## src/rtl/cpu_pkg.sv

```systemverilog
// -----------------------------------------------------------------------------
// cpu_pkg
// Shared definitions for the DMG timer peripheral (cpu_timer):
//   - bus addresses of the DIV/TIMA/TMA/TAC registers
//   - timer_state_e: TIMA overflow/reload sequencing states
//   - tac_bit(): divider bit tapped for each TAC input-clock select
// -----------------------------------------------------------------------------
package cpu_pkg;

    localparam logic [15:0] TIMER_ADDR_DIV  = 16'hFF04;
    localparam logic [15:0] TIMER_ADDR_TIMA = 16'hFF05;
    localparam logic [15:0] TIMER_ADDR_TMA  = 16'hFF06;
    localparam logic [15:0] TIMER_ADDR_TAC  = 16'hFF07;

    typedef enum logic [1:0] {
        TimerIdle     = 2'd0,
        TimerOverflow = 2'd1,
        TimerReload   = 2'd2
    } timer_state_e;

    // Divider bit whose falling edge clocks TIMA:
    // 00 -> 4096 Hz, 01 -> 262144 Hz, 10 -> 65536 Hz, 11 -> 16384 Hz
    function automatic logic [3:0] tac_bit(input logic [1:0] rate);
        case (rate)
            2'b00:   tac_bit = 4'd9;
            2'b01:   tac_bit = 4'd3;
            2'b10:   tac_bit = 4'd5;
            default: tac_bit = 4'd7;
        endcase
    endfunction

endpackage

```

## src/rtl/cpu_timer_tick.sv

```systemverilog
// -----------------------------------------------------------------------------
// cpu_timer_tick
// Free-running 16-bit divider plus TIMA tick generation. The tick is the
// falling edge of (TAC[2] & div[tac_bit(TAC[1:0])]), detected against a
// registered copy of that signal.
//
// Optional feature macro: CPU_TIMER_GLITCH_EN
//   defined   : DIV/TAC writes may create a falling edge (DMG-accurate tick).
//   undefined : on a DIV/TAC write the edge register is reloaded with the
//               post-write signal, so such writes never produce a tick.
//
// Ports:
//   clk, reset     clock, asynchronous active-high reset
//   tac            current TAC register (3 bits)
//   tac_next       TAC value after this edge (reflects a committing write)
//   div_write      DIV write commits on this edge (divider cleared)
//   tac_write      TAC write commits on this edge
//   tick           combinational TIMA increment strobe for this edge
//   div_high       div[15:8], the CPU-visible DIV register
// -----------------------------------------------------------------------------
module cpu_timer_tick
    import cpu_pkg::*;
#(
    parameter logic [15:0] RESET_DIV = 16'hABCC
) (
    input  logic       clk,
    input  logic       reset,
    input  logic [2:0] tac,
    input  logic [2:0] tac_next,
    input  logic       div_write,
    input  logic       tac_write,
    output logic       tick,
    output logic [7:0] div_high
);

    logic [15:0] div_reg, div_next;
    logic        edge_reg, edge_next;
    logic [3:0]  taps_now;
    logic        sig;

    assign div_next = div_write ? 16'h0000 : div_reg + 16'd1;

    genvar gi;
    generate
        for (gi = 0; gi < 4; gi++) begin : g_tap_now
            localparam logic [3:0] TAP = tac_bit(2'(gi));
            assign taps_now[gi] = div_reg[TAP];
        end
    endgenerate

    assign sig = tac[2] & taps_now[tac[1:0]];

`ifdef CPU_TIMER_GLITCH_EN
    // Plain edge register: a write that pulls sig low is seen as a tick.
    logic unused_glitch;
    assign unused_glitch = ^{tac_next, tac_write};
    assign edge_next     = sig;
`else
    // Signal value as it will look after this edge, so a write never
    // presents a 1->0 transition to the detector.
    logic [3:0] taps_post;
    logic       sig_post;

    for (gi = 0; gi < 4; gi++) begin : g_tap_post
        localparam logic [3:0] TAP = tac_bit(2'(gi));
        assign taps_post[gi] = div_next[TAP];
    end

    assign sig_post  = tac_next[2] & taps_post[tac_next[1:0]];
    assign edge_next = (div_write | tac_write) ? sig_post : sig;
`endif

    always_ff @(posedge clk or posedge reset) begin
        if (reset) begin
            div_reg  <= RESET_DIV;
            edge_reg <= 1'b0;
        end else begin
            div_reg  <= div_next;
            edge_reg <= edge_next;
        end
    end

    assign tick     = edge_reg & ~sig;
    assign div_high = div_reg[15:8];

endmodule

```

## src/rtl/cpu_timer.sv

```systemverilog
// -----------------------------------------------------------------------------
// cpu_timer
// DMG timer peripheral (DIV/TIMA/TMA/TAC at 0xFF04-0xFF07) on the CPU bus.
// Holds TIMA/TMA/TAC, the overflow -> reload sequencer and the bus decode;
// the divider and tick detection live in cpu_timer_tick.
// Optional feature macro: CPU_TIMER_GLITCH_EN (see cpu_timer_tick).
//
// Ports:
//   clk           4 MHz system clock, one T-cycle per edge
//   reset         asynchronous active-high reset
//   t_cycle       CPU T-cycle phase; writes commit on the edge with t_cycle==3
//   bus_addr      CPU bus address
//   bus_enable    CPU bus access enable
//   bus_write     CPU bus write enable
//   bus_data_in   write data
//   bus_data_out  combinational read data (0xFF when not selected)
//   bus_selected  access targets 0xFF04-0xFF07
//   irq_timer     one-clock pulse while TIMA is reloaded from TMA
// -----------------------------------------------------------------------------
module cpu_timer
    import cpu_pkg::*;
#(
    parameter logic [15:0] RESET_DIV      = 16'hABCC,
    parameter int          OVERFLOW_DELAY = 4
) (
    input  logic        clk,
    input  logic        reset,
    input  logic [1:0]  t_cycle,
    input  logic [15:0] bus_addr,
    input  logic        bus_enable,
    input  logic        bus_write,
    input  logic [7:0]  bus_data_in,
    output logic [7:0]  bus_data_out,
    output logic        bus_selected,
    output logic        irq_timer
);

    localparam int CNT_W = (OVERFLOW_DELAY > 1) ? $clog2(OVERFLOW_DELAY) : 1;
    localparam logic [CNT_W-1:0] CNT_INIT = CNT_W'(OVERFLOW_DELAY - 1);

    timer_state_e     state_reg, state_next;
    logic [7:0]       tima_reg, tima_next;
    logic [7:0]       tma_reg, tma_eff;
    logic [2:0]       tac_reg, tac_next;
    logic [CNT_W-1:0] cnt_reg, cnt_next;

    logic       commit, addr_hit;
    logic       div_write, tima_write, tma_write, tac_write;
    logic       tick;
    logic [7:0] div_high;

    assign addr_hit   = (bus_addr[15:2] == TIMER_ADDR_DIV[15:2]);
    assign commit     = bus_enable & bus_write & (t_cycle == 2'd3);
    assign div_write  = commit & (bus_addr == TIMER_ADDR_DIV);
    assign tima_write = commit & (bus_addr == TIMER_ADDR_TIMA);
    assign tma_write  = commit & (bus_addr == TIMER_ADDR_TMA);
    assign tac_write  = commit & (bus_addr == TIMER_ADDR_TAC);

    // TMA as seen by a reload on this edge: a same-edge TMA write is taken.
    assign tma_eff  = tma_write ? bus_data_in : tma_reg;
    assign tac_next = tac_write ? bus_data_in[2:0] : tac_reg;

    cpu_timer_tick #(
        .RESET_DIV (RESET_DIV)
    ) u_tick (
        .clk       (clk),
        .reset     (reset),
        .tac       (tac_reg),
        .tac_next  (tac_next),
        .div_write (div_write),
        .tac_write (tac_write),
        .tick      (tick),
        .div_high  (div_high)
    );

    always_ff @(posedge clk or posedge reset) begin
        if (reset) begin
            state_reg <= TimerIdle;
            tima_reg  <= 8'h00;
            cnt_reg   <= '0;
            tma_reg   <= 8'h00;
            tac_reg   <= 3'b000;
        end else begin
            state_reg <= state_next;
            tima_reg  <= tima_next;
            cnt_reg   <= cnt_next;
            tma_reg   <= tma_eff;
            tac_reg   <= tac_next;
        end
    end

    always_comb begin
        state_next = state_reg;
        tima_next  = tima_reg;
        cnt_next   = cnt_reg;
        case (state_reg)
            TimerIdle: begin
                if (tima_write) begin
                    tima_next = bus_data_in;        // write beats a same-edge tick
                end else if (tick) begin
                    if (tima_reg == 8'hFF) begin
                        tima_next  = 8'h00;
                        cnt_next   = CNT_INIT;
                        state_next = TimerOverflow;
                    end else begin
                        tima_next = tima_reg + 8'd1;
                    end
                end
            end
            TimerOverflow: begin
                // Ticks are ignored here; a CPU write aborts the reload.
                if (tima_write) begin
                    tima_next  = bus_data_in;
                    state_next = TimerIdle;
                end else if (cnt_reg == '0) begin
                    tima_next  = tma_eff;
                    state_next = TimerReload;
                end else begin
                    cnt_next = cnt_reg - 1'b1;
                end
            end
            TimerReload: begin
                // TIMA keeps following TMA for this clock; CPU TIMA writes lost.
                state_next = TimerIdle;
                tima_next  = tma_eff;
                if (tick) begin
                    if (tma_eff == 8'hFF) begin
                        tima_next  = 8'h00;
                        cnt_next   = CNT_INIT;
                        state_next = TimerOverflow;
                    end else begin
                        tima_next = tma_eff + 8'd1;
                    end
                end
            end
            default: state_next = TimerIdle;
        endcase
    end

    assign irq_timer    = (state_reg == TimerReload);
    assign bus_selected = bus_enable & addr_hit & ~reset;

    always_comb begin
        bus_data_out = 8'hFF;
        if (bus_enable && !reset) begin
            case (bus_addr)
                TIMER_ADDR_DIV:  bus_data_out = div_high;
                TIMER_ADDR_TIMA: bus_data_out = tima_reg;
                TIMER_ADDR_TMA:  bus_data_out = tma_reg;
                TIMER_ADDR_TAC:  bus_data_out = {5'b11111, tac_reg};
                default:         bus_data_out = 8'hFF;
            endcase
        end
    end

endmodule

```

## config.mk

```make
export PLATFORM = sky130hd
export DESIGN_NAME = cpu_timer
export DESIGN_NICKNAME = d
export VERILOG_FILES = /design/src/rtl/cpu_pkg.sv /design/src/rtl/cpu_timer_tick.sv /design/src/rtl/cpu_timer.sv
export SDC_FILE = /design/constraint.sdc
export NUM_CORES = 1
export LEC_CHECK = 0
export CAP_MARGIN = 40
export CORE_ASPECT_RATIO = 2
export CORE_MARGIN = 2
export CORE_UTILIZATION = 30
export CTS_CLUSTER_SIZE = 16
export DETAILED_ROUTE_END_ITERATION = 7
export GPL_TIMING_DRIVEN = 1
export PLACE_DENSITY = 0.48
export SKIP_CTS_REPAIR_TIMING = 1
export SLEW_MARGIN = 25
export SYNTH_ARGS = -nofsm -noshare
export SYNTH_HDL_FRONTEND = slang
export SYNTH_SLANG_ARGS = --single-unit
export TNS_END_PERCENT = 30
```

## constraint.sdc

```tcl
create_clock -name clk -period 2.6 [get_ports clk]
set_input_delay 0.39 -clock clk [delete_from_list [all_inputs] [get_ports clk]]
set_output_delay 0.39 -clock clk [all_outputs]
set_load 0.02 [all_outputs]
```

==> results of run 1 <==
-- layout make-up --
cell class / instances / share of cell area [%]
clock buffers: 5 / 2.938
clock inverters: 3 / 1.087
inverters: 16 / 1.410
multi-input cells: 253 / 44.59
flip-flops and latches: 40 / 23.77
well taps: 104 / 3.055
repair buffers: 113 / 23.15
-- synth_stat cells, types with 2 or more instances --
cell type	instances	area share [%]
a211o_1	2	0.60
a211oi_1	7	1.8
a21oi_1	19	3.3
and2_1	3	0.65
and3_1	5	1.1
and4_1	3	0.90
buf_4	2	0.52
buf_6	2	0.77
clkbuf_1	8	1.0
dfrtp_1	31	27
dfstp_2	9	8.1
ha_1	8	3.4
inv_1	16	2.1
mux2_1	2	0.77
mux2_2	12	4.6
mux2i_1	5	1.7
mux4_2	5	3.9
nand2_1	37	4.8
nand2b_1	4	0.86
nand3_1	10	1.7
nand4_1	11	2.4
nor2_1	27	3.5
nor2b_1	2	0.43
nor3_1	5	0.86
nor4_1	2	0.43
nor4_2	2	0.86
o211ai_1	3	0.77
o21a_1	2	0.52
o21ai_0	20	3.4
o21bai_1	3	0.77
o221a_2	2	0.77
o22ai_1	5	1.1
o31ai_1	3	0.77
or3_1	6	1.3
or4_4	2	0.77
xnor2_1	7	2.1
xor2_1	8	2.4
-- final timing paths --
path | slack (ns) | end | from | cells past startpoint
setup / recovery | -0.43 | tima_reg[4]$_DFFE_PP0P_ | bus_addr[5] | 14
hold / removal | 0.45 | u_tick.div_reg[0]$_DFF_PP0_ | u_tick.div_reg[0]$_DFF_PP0_ | 1
setup reg to reg | 0.12 | tima_reg[7]$_DFFE_PP0P_ | tac_reg[1]$_DFF_PP0_ | 6
hold reg to reg | 0.45 | u_tick.div_reg[0]$_DFF_PP0_ | u_tick.div_reg[0]$_DFF_PP0_ | 1
max in group asynchronous | 1.60 | u_tick.div_reg[13]$_DFF_PP1_ | reset | 3
min in group asynchronous | 0.60 | tma_reg[2]$_DFF_PP0_ | reset | 3
-- power breakdown --
| group | internal [mW] | switching (mW) | total (mW) |
|---|---|---|---|
| logic | 0.0623 | 0.0534 | 0.116 |
| clock network | 0.456 | 0.277 | 0.734 |
| registers | 0.626 | 0.00230 | 0.628 |
-- layer usage --
metal	part of all wire, %	vias to the layer above	GRT usage (%)	wire length (microns)
li1	-	1406	-	-
met5	0	-	0	0
met3	2.3	23	2.117	226
met1	35	1430	19.84	3462
met4	3.5	0	10.24	344
met2	59	69	37.97	5843
-- worst register-to-register path: cells and delay by family, from the launching register on --
family,cells,cell delay (ns)
AND/OR/NAND/NOR,1,0.44
AO/OA/AOI/OAI,4,1.02
flip-flops,1,0.41
multiplexers,1,0.55
-- cell families (layout without fill, tap and decap cells) --
logic type | after synthesis | after routing | synth area share, %
compound gates | 82 | 82 | 19.03
xor+xnor | 15 | 15 | 4.520
fa+ha+maj | 8 | 8 | 3.444
buf+inv | 29 | 137 | 4.563
flops | 40 | 40 | 34.83
mux | 24 | 24 | 11.02
simple gates | 124 | 124 | 22.60
==> impl_metrics.tcl, run 1 <==
set metrics [dict create \
    status "finished with violations" \
    violations "negative setup slack" \
    post-place-ws_ns -0.9767 \
    cts_max_level 2 \
    synthDistinctLibCells 59 \
    routed_via_density 5.483 \
    async_flop_share_pct 100.0 \
    final_area_sq_um 4259 \
    dp.cells 516 \
    grt_usage_pct 19.80 \
    power.density_nw_per_um2 346.9 \
    setup_slack_ns -0.4304 \
    synth.yosys.seq_area_share_pct 34.83 \
    core_sq_um 9384 \
    drv_cap 0 \
    hp-class "flip-flop to flip-flop" \
    yosysWarningCount 0 \
    hpwlAfterDp_microns 7793 \
    setup_viol 10 \
    max_slew_margin_pct 59.07 \
    multi_input_area_sq_um 1899 \
    final_util_pct 45.39 \
    critPathKind "input pin to flip-flop" \
    synthesis.nets 360 \
    p_leak_nw 1.898 \
    p_total_mw 1.478 \
    yosys_most_used_dff "dfrtp_1" \
    syn2layout_area_growth_pct 46.53 \
    hold_slack_ns 0.4545 \
    final_common_cell "buf_4" \
    worst-path-buf-inv 2 \
    crit_family "simple AND/OR/NAND/NOR gates" \
    placed_area_sq_um 3875 \
    die_h_microns 143.2 \
    initial_core_util_pct 30.97 \
    hold_viol 0 \
    overflow 0 \
    dr.pass1.iters 4 \
    finalMaxSlewViolations 0 \
    syn_avg_cell_area_sq_um 9.027 \
    drc 0 \
    crit_slowest_cell "or4b_4" \
    synth_edf_count 0 \
    die_x_microns 73.60 \
    min_period_over_period_pct 116.6 \
    peakVddDrop_v 0.0002310 \
    synthCells 322 \
    cts_made_buffers 5 \
    drtAntennaViolNets 0 \
    n_antenna_cell 0 \
    drive_above_1_share_pct 33.72 \
    vias 2928 \
    pin_count 40 \
    clkSlewWorstSetupHoldPaths_ns 0.06 \
    cp_data_arrival_time_ns 3.22 \
    crit_fanout 8 \
    clock_latency_ns 0.29 \
    io_buffers 39 \
    largest_reg_flops 16 \
    clock.fmax_mhz 330.0 \
    critPathMaxStageDelay_ns 0.55 \
    min_period_ns 3.030 \
    worstPathCellList "clkbuf_2 > or4b_4 > nor4_4 > and4_4 > mux2i_4 > inv_2 > ha_4 > nand2_2 > nor3_2 > o211ai_1 > o211ai_4 > a211oi_2 > a31oi_1 > a221oi_1" \
    grt_pass1_wl_microns 15640 \
    grt_setup_unrepaired "true" \
    end_kind "flip-flop" \
    antenna_found_initial 0 \
    tightest_slew_ns 0.6076 \
    wire_per_inst_microns 18.50 \
    place.gp.congestion 0.8230 \
    cts_tree "done" \
    ys_ff_latch 40 \
    crit_required_ns 2.79 \
    first_global_vias 3047 \
    row_count 50 \
    clock-root-buffer "clkbuf_16" \
    netlist_area_sq_um 2907 \
    crit_path_start_kind "input pin" \
    first_iter_violations 214 \
    fin_setup_tns_ns -3.025 \
    final_nets 467 \
    fin_skew_ns 0.004979 \
    grt_start_max_net_pins 41 \
    final_cell_mix "buf_4 (72), nand2_1 (34), dfrtp_1 (31)" \
    clock_sinks 40 \
    clock_path_buffers 2 \
    wl_microns 9877 \
    instances_no_fill 534 \
    die_area_sq_um 10540 \
    fill_cells 942 \
    seqCellArea_sq_um 1012 \
]
No activity file was read; power rests on OpenSTA's default activity.
==> inputs of run 2 (changes only) <==
--- a/config.mk
+++ b/config.mk
@@ -12,10 +12,11 @@
 export CTS_CLUSTER_SIZE = 16
 export DETAILED_ROUTE_END_ITERATION = 7
 export GPL_TIMING_DRIVEN = 1
-export PLACE_DENSITY = 0.48
+export PLACE_DENSITY = 0.47
 export SKIP_CTS_REPAIR_TIMING = 1
 export SLEW_MARGIN = 25
 export SYNTH_ARGS = -nofsm -noshare
 export SYNTH_HDL_FRONTEND = slang
+export SYNTH_HIERARCHICAL = 1
 export SYNTH_SLANG_ARGS = --single-unit
 export TNS_END_PERCENT = 30
==> impl_metrics.tcl, run 2 <==
set metrics [dict create \
    initial_core_util_pct 30.44 \
    crit_top_cell "mux2_4" \
    p_leak_nw 1.915 \
    crit_slowest_cell "or4b_4" \
    async_flop_share_pct 100.0 \
    final_nets 472 \
    fin_skew_ns 0.009406 \
    place.gp.congestion 0.8489 \
    setup_slack_ns -0.5436 \
    ys_top_cells_by_count "nor2_1 (39), nand2_1 (32), dfrtp_1 (31)" \
    hpwlAfterDp_microns 7426 \
    drc 0 \
    end_kind "flip-flop" \
    antenna_found_initial 0 \
    die_area_sq_um 11380 \
    crit_family "simple AND/OR/NAND/NOR gates" \
    synthesis.nets 389 \
    finalMaxSlewViolations 0 \
    clock_path_buffers 2 \
    gr-max-usage-layer "met2" \
    dr.pass1.iters 4 \
    first_global_vias 3101 \
    min_period_ns 3.144 \
    routed_via_density 5.283 \
    final_area_sq_um 4345 \
    cts_made_buffers 5 \
    drv_cap 0 \
    cts_max_level 2 \
    tightest_slew_ns 0.6573 \
    io_buffers 39 \
    met2_usage_pct 28.01 \
    synth_most_common_cell "nor2_1" \
    netlist_area_sq_um 3149 \
    grt_usage_pct 17.16 \
    cp_data_arrival_time_ns 3.32 \
    synthCells 351 \
    yosysWarningCount 6 \
    core_sq_um 10340 \
    dp.cells 559 \
    netlist.area_leader.share_pct 24.63 \
    die_x_microns 76.45 \
    min_period_over_period_pct 120.9 \
    placed_area_sq_um 4040 \
    overflow 0 \
    row_count 53 \
    status "finished with violations" \
    vias 3022 \
    max_slew_margin_pct 56.13 \
    ys_ff_latch 40 \
    syn_avg_cell_area_sq_um 8.972 \
    worst-path-buf-inv 1 \
    grt_use_met3_pct 3.027 \
    grt_pass1_wl_microns 15560 \
    first_iter_violations 209 \
    instances_no_fill 572 \
    synthDistinctLibCells 68 \
    synth_edf_count 0 \
    yosys_most_used_dff "dfrtp_1" \
    synth.yosys.seq_area_share_pct 32.14 \
    grt_setup_unrepaired "true" \
    met1_usage_pct 21.80 \
    critPathKind "input pin to flip-flop" \
    crit_fanout 4 \
    wl_microns 9630 \
    cts_tree "done" \
    final_cell_mix "buf_4 (54), nor2_1 (36), dfrtp_1 (31)" \
    syn2layout_area_growth_pct 37.98 \
    power.density_nw_per_um2 371.9 \
    n_antenna_cell 0 \
    worstPathCellList "clkbuf_2 > or4b_4 > or4_4 > nor4b_4 > mux2_4 > ha_4 > nand2_4 > nor2_4 > nand3_2 > and3_4 > nand3b_4 > mux2_4" \
    crit_required_ns 2.78 \
    crit_path_start_kind "input pin" \
    yosysTopAreaCell "dfrtp_1" \
    setup_viol 21 \
    largest_reg_flops 16 \
    hp-class "flip-flop to flip-flop" \
    hold_viol 0 \
    drive_above_1_share_pct 33.10 \
    post-place-ws_ns -1.130 \
    reg2reg_depth 10 \
    final_common_cell "buf_4" \
    clock_sinks 40 \
    synthTopCellsByArea "dfrtp_1 (25%), mux2_2 (8.2%), dfstp_2 (7.5%), nor2_1 (4.6%), nand2_1 (3.8%)" \
    clkSlewWorstSetupHoldPaths_ns 0.07 \
    grt_start_max_net_pins 21 \
    crit_cells 12 \
    drtAntennaViolNets 0 \
    clock.fmax_mhz 318.1 \
    clock-root-buffer "clkbuf_16" \
    hold_path_depth 1 \
    die_h_microns 148.9 \
    peakVddDrop_v 0.0004140 \
    clock_latency_ns 0.29 \
    fin_setup_tns_ns -5.156 \
    critPathMaxStageDelay_ns 0.54 \
    wire_per_inst_microns 16.84 \
    violations "negative setup slack" \
    pin_count 40 \
]
==> run 2: layout make-up <==
| class | count | area (sq um) |
|---|---|---|
| timing repair buffer | 98 | 862.1 |
| tap | 137 | 171.4 |
| clock buffer | 5 | 125.1 |
| multi-input combinational | 275 | 2079 |
| clock inverter | 3 | 42.54 |
| sequential | 40 | 1012 |
| fill | 1056 | 6000 |
| inverter | 14 | 52.55 |
==> run 2: metal layers <==
| metal | up-vias | routed length [microns] |
|---|---|---|
| li1 | 1444 | - |
| met1 | 1468 | 4248 |
| met2 | 88 | 4615 |
| met3 | 22 | 428 |
| met4 | 0 | 338 |
| met5 | - | 0 |
==> run 2: report_power, final <==
| group | total, mW | internal (mW) | switching (mW) | leakage [nW] |
|---|---|---|---|---|
| sequential | 0.654 | 0.637 | 0.0172 | 0.485 |
| combinational | 0.245 | 0.127 | 0.118 | 1.35 |
| clock | 0.716 | 0.451 | 0.265 | 0.0798 |
==> run 2: path summary, 6_finish.rpt <==
kind	slack, ns	endpoint	from
hold reg to reg	0.49	u_tick/div_reg[0]$_DFF_PP0_	u_tick/div_reg[0]$_DFF_PP0_
min in group asynchronous	0.51	tac_reg[2]$_DFF_PP0_	reset
max in group asynchronous	1.45	u_tick/edge_reg$_DFF_PP0_	reset
hold / removal	0.49	u_tick/div_reg[0]$_DFF_PP0_	u_tick/div_reg[0]$_DFF_PP0_
setup / recovery	-0.54	cnt_reg[1]$_DFFE_PP0P_	bus_addr[4]
setup reg to reg	0.03	tima_reg[7]$_DFFE_PP0P_	tac_reg[0]$_DFF_PP0_
==> run 2: metrics by stage <==
stage | power [mW] | utilization [%] | hold WS, ns
after floorplan | 0.7895 | - | 0.3096
after global placement | 0.9003 | 39.05 | 0.4642
after detailed placement | 0.9082 | 39.05 | 0.4699
after CTS | 1.634 | 40.67 | 0.4452
after global routing | 1.687 | 42.01 | 0.5085
final | 1.616 | 42.01 | 0.4869
==> run 2: logic make-up (layout without fill, tap and decap cells) <==
logic type | Yosys count | in the layout | share of synthesized area (%)
flip-flops | 40 | 40 | 32.14
buffers and inverters | 36 | 120 | 6.079
XOR/XNOR | 18 | 18 | 5.006
multiplexers | 35 | 35 | 13.75
adder cells (fa/ha/maj) | 8 | 8 | 3.179
AND/OR/NAND/NOR | 150 | 150 | 26.06
AO/OA/AOI/OAI | 64 | 64 | 13.79
==> inputs of run 3 (changes only) <==
--- a/config.mk
+++ b/config.mk
@@ -8,11 +8,11 @@
 export CAP_MARGIN = 40
 export CORE_ASPECT_RATIO = 2
 export CORE_MARGIN = 2
-export CORE_UTILIZATION = 30
+export CORE_UTILIZATION = 56
 export CTS_CLUSTER_SIZE = 16
 export DETAILED_ROUTE_END_ITERATION = 7
 export GPL_TIMING_DRIVEN = 1
-export PLACE_DENSITY = 0.47
+export PLACE_DENSITY = 0.8
 export SKIP_CTS_REPAIR_TIMING = 1
 export SLEW_MARGIN = 25
 export SYNTH_ARGS = -nofsm -noshare
==> impl_metrics.tcl, run 3 (synthesis results as in run 2) <==
set metrics [dict create \
    status "finished with violations" \
    violations "negative setup slack" \
    hpwlAfterDp_microns 7491 \
    first_global_vias 3097 \
    drive_above_1_share_pct 30.86 \
    wire_per_inst_microns 19.77 \
    seqCellArea_sq_um 1012 \
    fin_setup_tns_ns -4.879 \
    clockPowerShare_pct 44.9 \
    seqPwrFrac_pct 40.3 \
    crit_end "cnt_reg[1]$_DFFE_PP0P_" \
    routed_via_density 6.385 \
    cts_made_buffers 5 \
    clock-root-buffer "clkbuf_8" \
    drc 0 \
    final_cell_mix "buf_4 (53), nor2_1 (37), nand2_1 (31), dfrtp_1 (31), mux2_2 (19)" \
    core_sq_um 5420 \
    crit_required_ns 2.80 \
    drtAntennaViolNets 0 \
    clock_sinks 40 \
    min_period_ns 3.141 \
    dp.cells 480 \
    finalMaxSlewViolations 0 \
    n_antenna_cell 0 \
    grt_usage_pct 31.70 \
    crit_fanout 4 \
    placed_area_sq_um 3916 \
    internal-power_mw 1.239 \
    io_buffers 39 \
    final_util_pct 75.67 \
    p_leak_nw 1.861 \
    fin_skew_ns 0.01013 \
    clock_path_buffers 2 \
    initial_core_util_pct 58.10 \
    fill_cells 383 \
    grt_start_max_net_pins 19 \
    pin_count 40 \
    hold_slack_ns 0.5089 \
    switching_share_pct 23.64 \
    hold_viol 0 \
    largest_reg_flops 16 \
    final_nets 468 \
    clkSlewWorstSetupHoldPaths_ns 0.09 \
    dr.pass1.iters 7 \
    hp-class "flip-flop to flip-flop" \
    die_h_microns 110.1 \
    critPathKind "input pin to flip-flop" \
    wl_microns 9708 \
    cp_data_arrival_time_ns 3.35 \
    syn2layout_area_growth_pct 30.23 \
    crit_path_start_kind "input pin" \
    peakVddDrop_v 0.0005293 \
    reg2reg_depth 10 \
    r2r_slack_ns 0.11 \
    max_slew_margin_pct 55.75 \
    end_kind "flip-flop" \
    grt_setup_unrepaired "true" \
    tightest_slew_ns 0.6630 \
    p_total_mw 1.622 \
    drv_cap 0 \
    overflow 0 \
    multi_input_area_sq_um 2016 \
    post-place-ws_ns -1.148 \
    first_iter_violations 260 \
    die_area_sq_um 6276 \
    vias 3135 \
    timing.rr.start "tac_reg[0]$_DFF_PP0_" \
    reg2reg_to "tima_reg[7]$_DFFE_PP0P_" \
    grt_pass1_wl_microns 14940 \
    final_common_cell "buf_4" \
    row_count 38 \
    setup_viol 15 \
    instances_no_fill 491 \
    place.gp.congestion 0.9603 \
    p_switching_uw 383.5 \
    min_period_over_period_pct 120.8 \
    cts_max_level 2 \
    clock_latency_ns 0.31 \
    antenna_found_initial 0 \
    setup_slack_ns -0.5412 \
    combPwrFrac_pct 14.9 \
    power.density_nw_per_um2 395.6 \
    clock.fmax_mhz 318.3 \
    final_area_sq_um 4101 \
    die_x_microns 57.03 \
    cp-startpoint "bus_addr[4]" \
    cts_tree "done" \
]
run 3: how the worst min path moves through the flow:
stage | cells after the start | startpoint | endpoint
2_1_floorplan | 1 | reset | u_tick/div_reg[0]$_DFF_PP0_
3_3_place_gp | 1 | u_tick/div_reg[0]$_DFF_PP0_ | u_tick/div_reg[0]$_DFF_PP0_
3_5_place_dp | 1 | u_tick/div_reg[0]$_DFF_PP0_ | u_tick/div_reg[0]$_DFF_PP0_
4_1_cts | 1 | u_tick/div_reg[0]$_DFF_PP0_ | u_tick/div_reg[0]$_DFF_PP0_
5_1_grt | 1 | u_tick/div_reg[0]$_DFF_PP0_ | u_tick/div_reg[0]$_DFF_PP0_
6_report | 1 | u_tick/div_reg[0]$_DFF_PP0_ | u_tick/div_reg[0]$_DFF_PP0_
run 3: layout make-up:
cell class	count	share of cell area [%]
inverter	14	1.281
timing repair buffer	94	19.19
multi-input combinational	275	49.15
sequential	40	24.68
tap	60	1.830
clock buffer	5	1.678
clock inverter	3	2.196
run 3: layer usage:
layer	track usage (%)	part of all wire, %
met5	0	0
met4	20.93	6.1
met3	4.434	4.8
met2	60.59	56
met1	30.35	33
run 3: power by group through the flow:
stage / registers (mW) / logic, mW / clock network [mW]
2_1_floorplan: 0.659 / 0.131 / 0
3_3_place_gp: 0.664 / 0.231 / 0
3_5_place_dp: 0.664 / 0.239 / 0
4_1_cts: 0.653 / 0.242 / 0.733
5_1_grt: 0.654 / 0.260 / 0.755
6_report: 0.653 / 0.241 / 0.728
run 3: worst max-delay path: stages:
cell,delay (ns)
buf_6,0.09
or4b_4,0.53
or4_4,0.53
nor4b_4,0.26
buf_4,0.18
mux2_4,0.32
ha_4,0.18
nand2_4,0.09
nor2_4,0.05
nand3_2,0.07
and3_4,0.21
nand3b_4,0.14
mux2_4,0.30
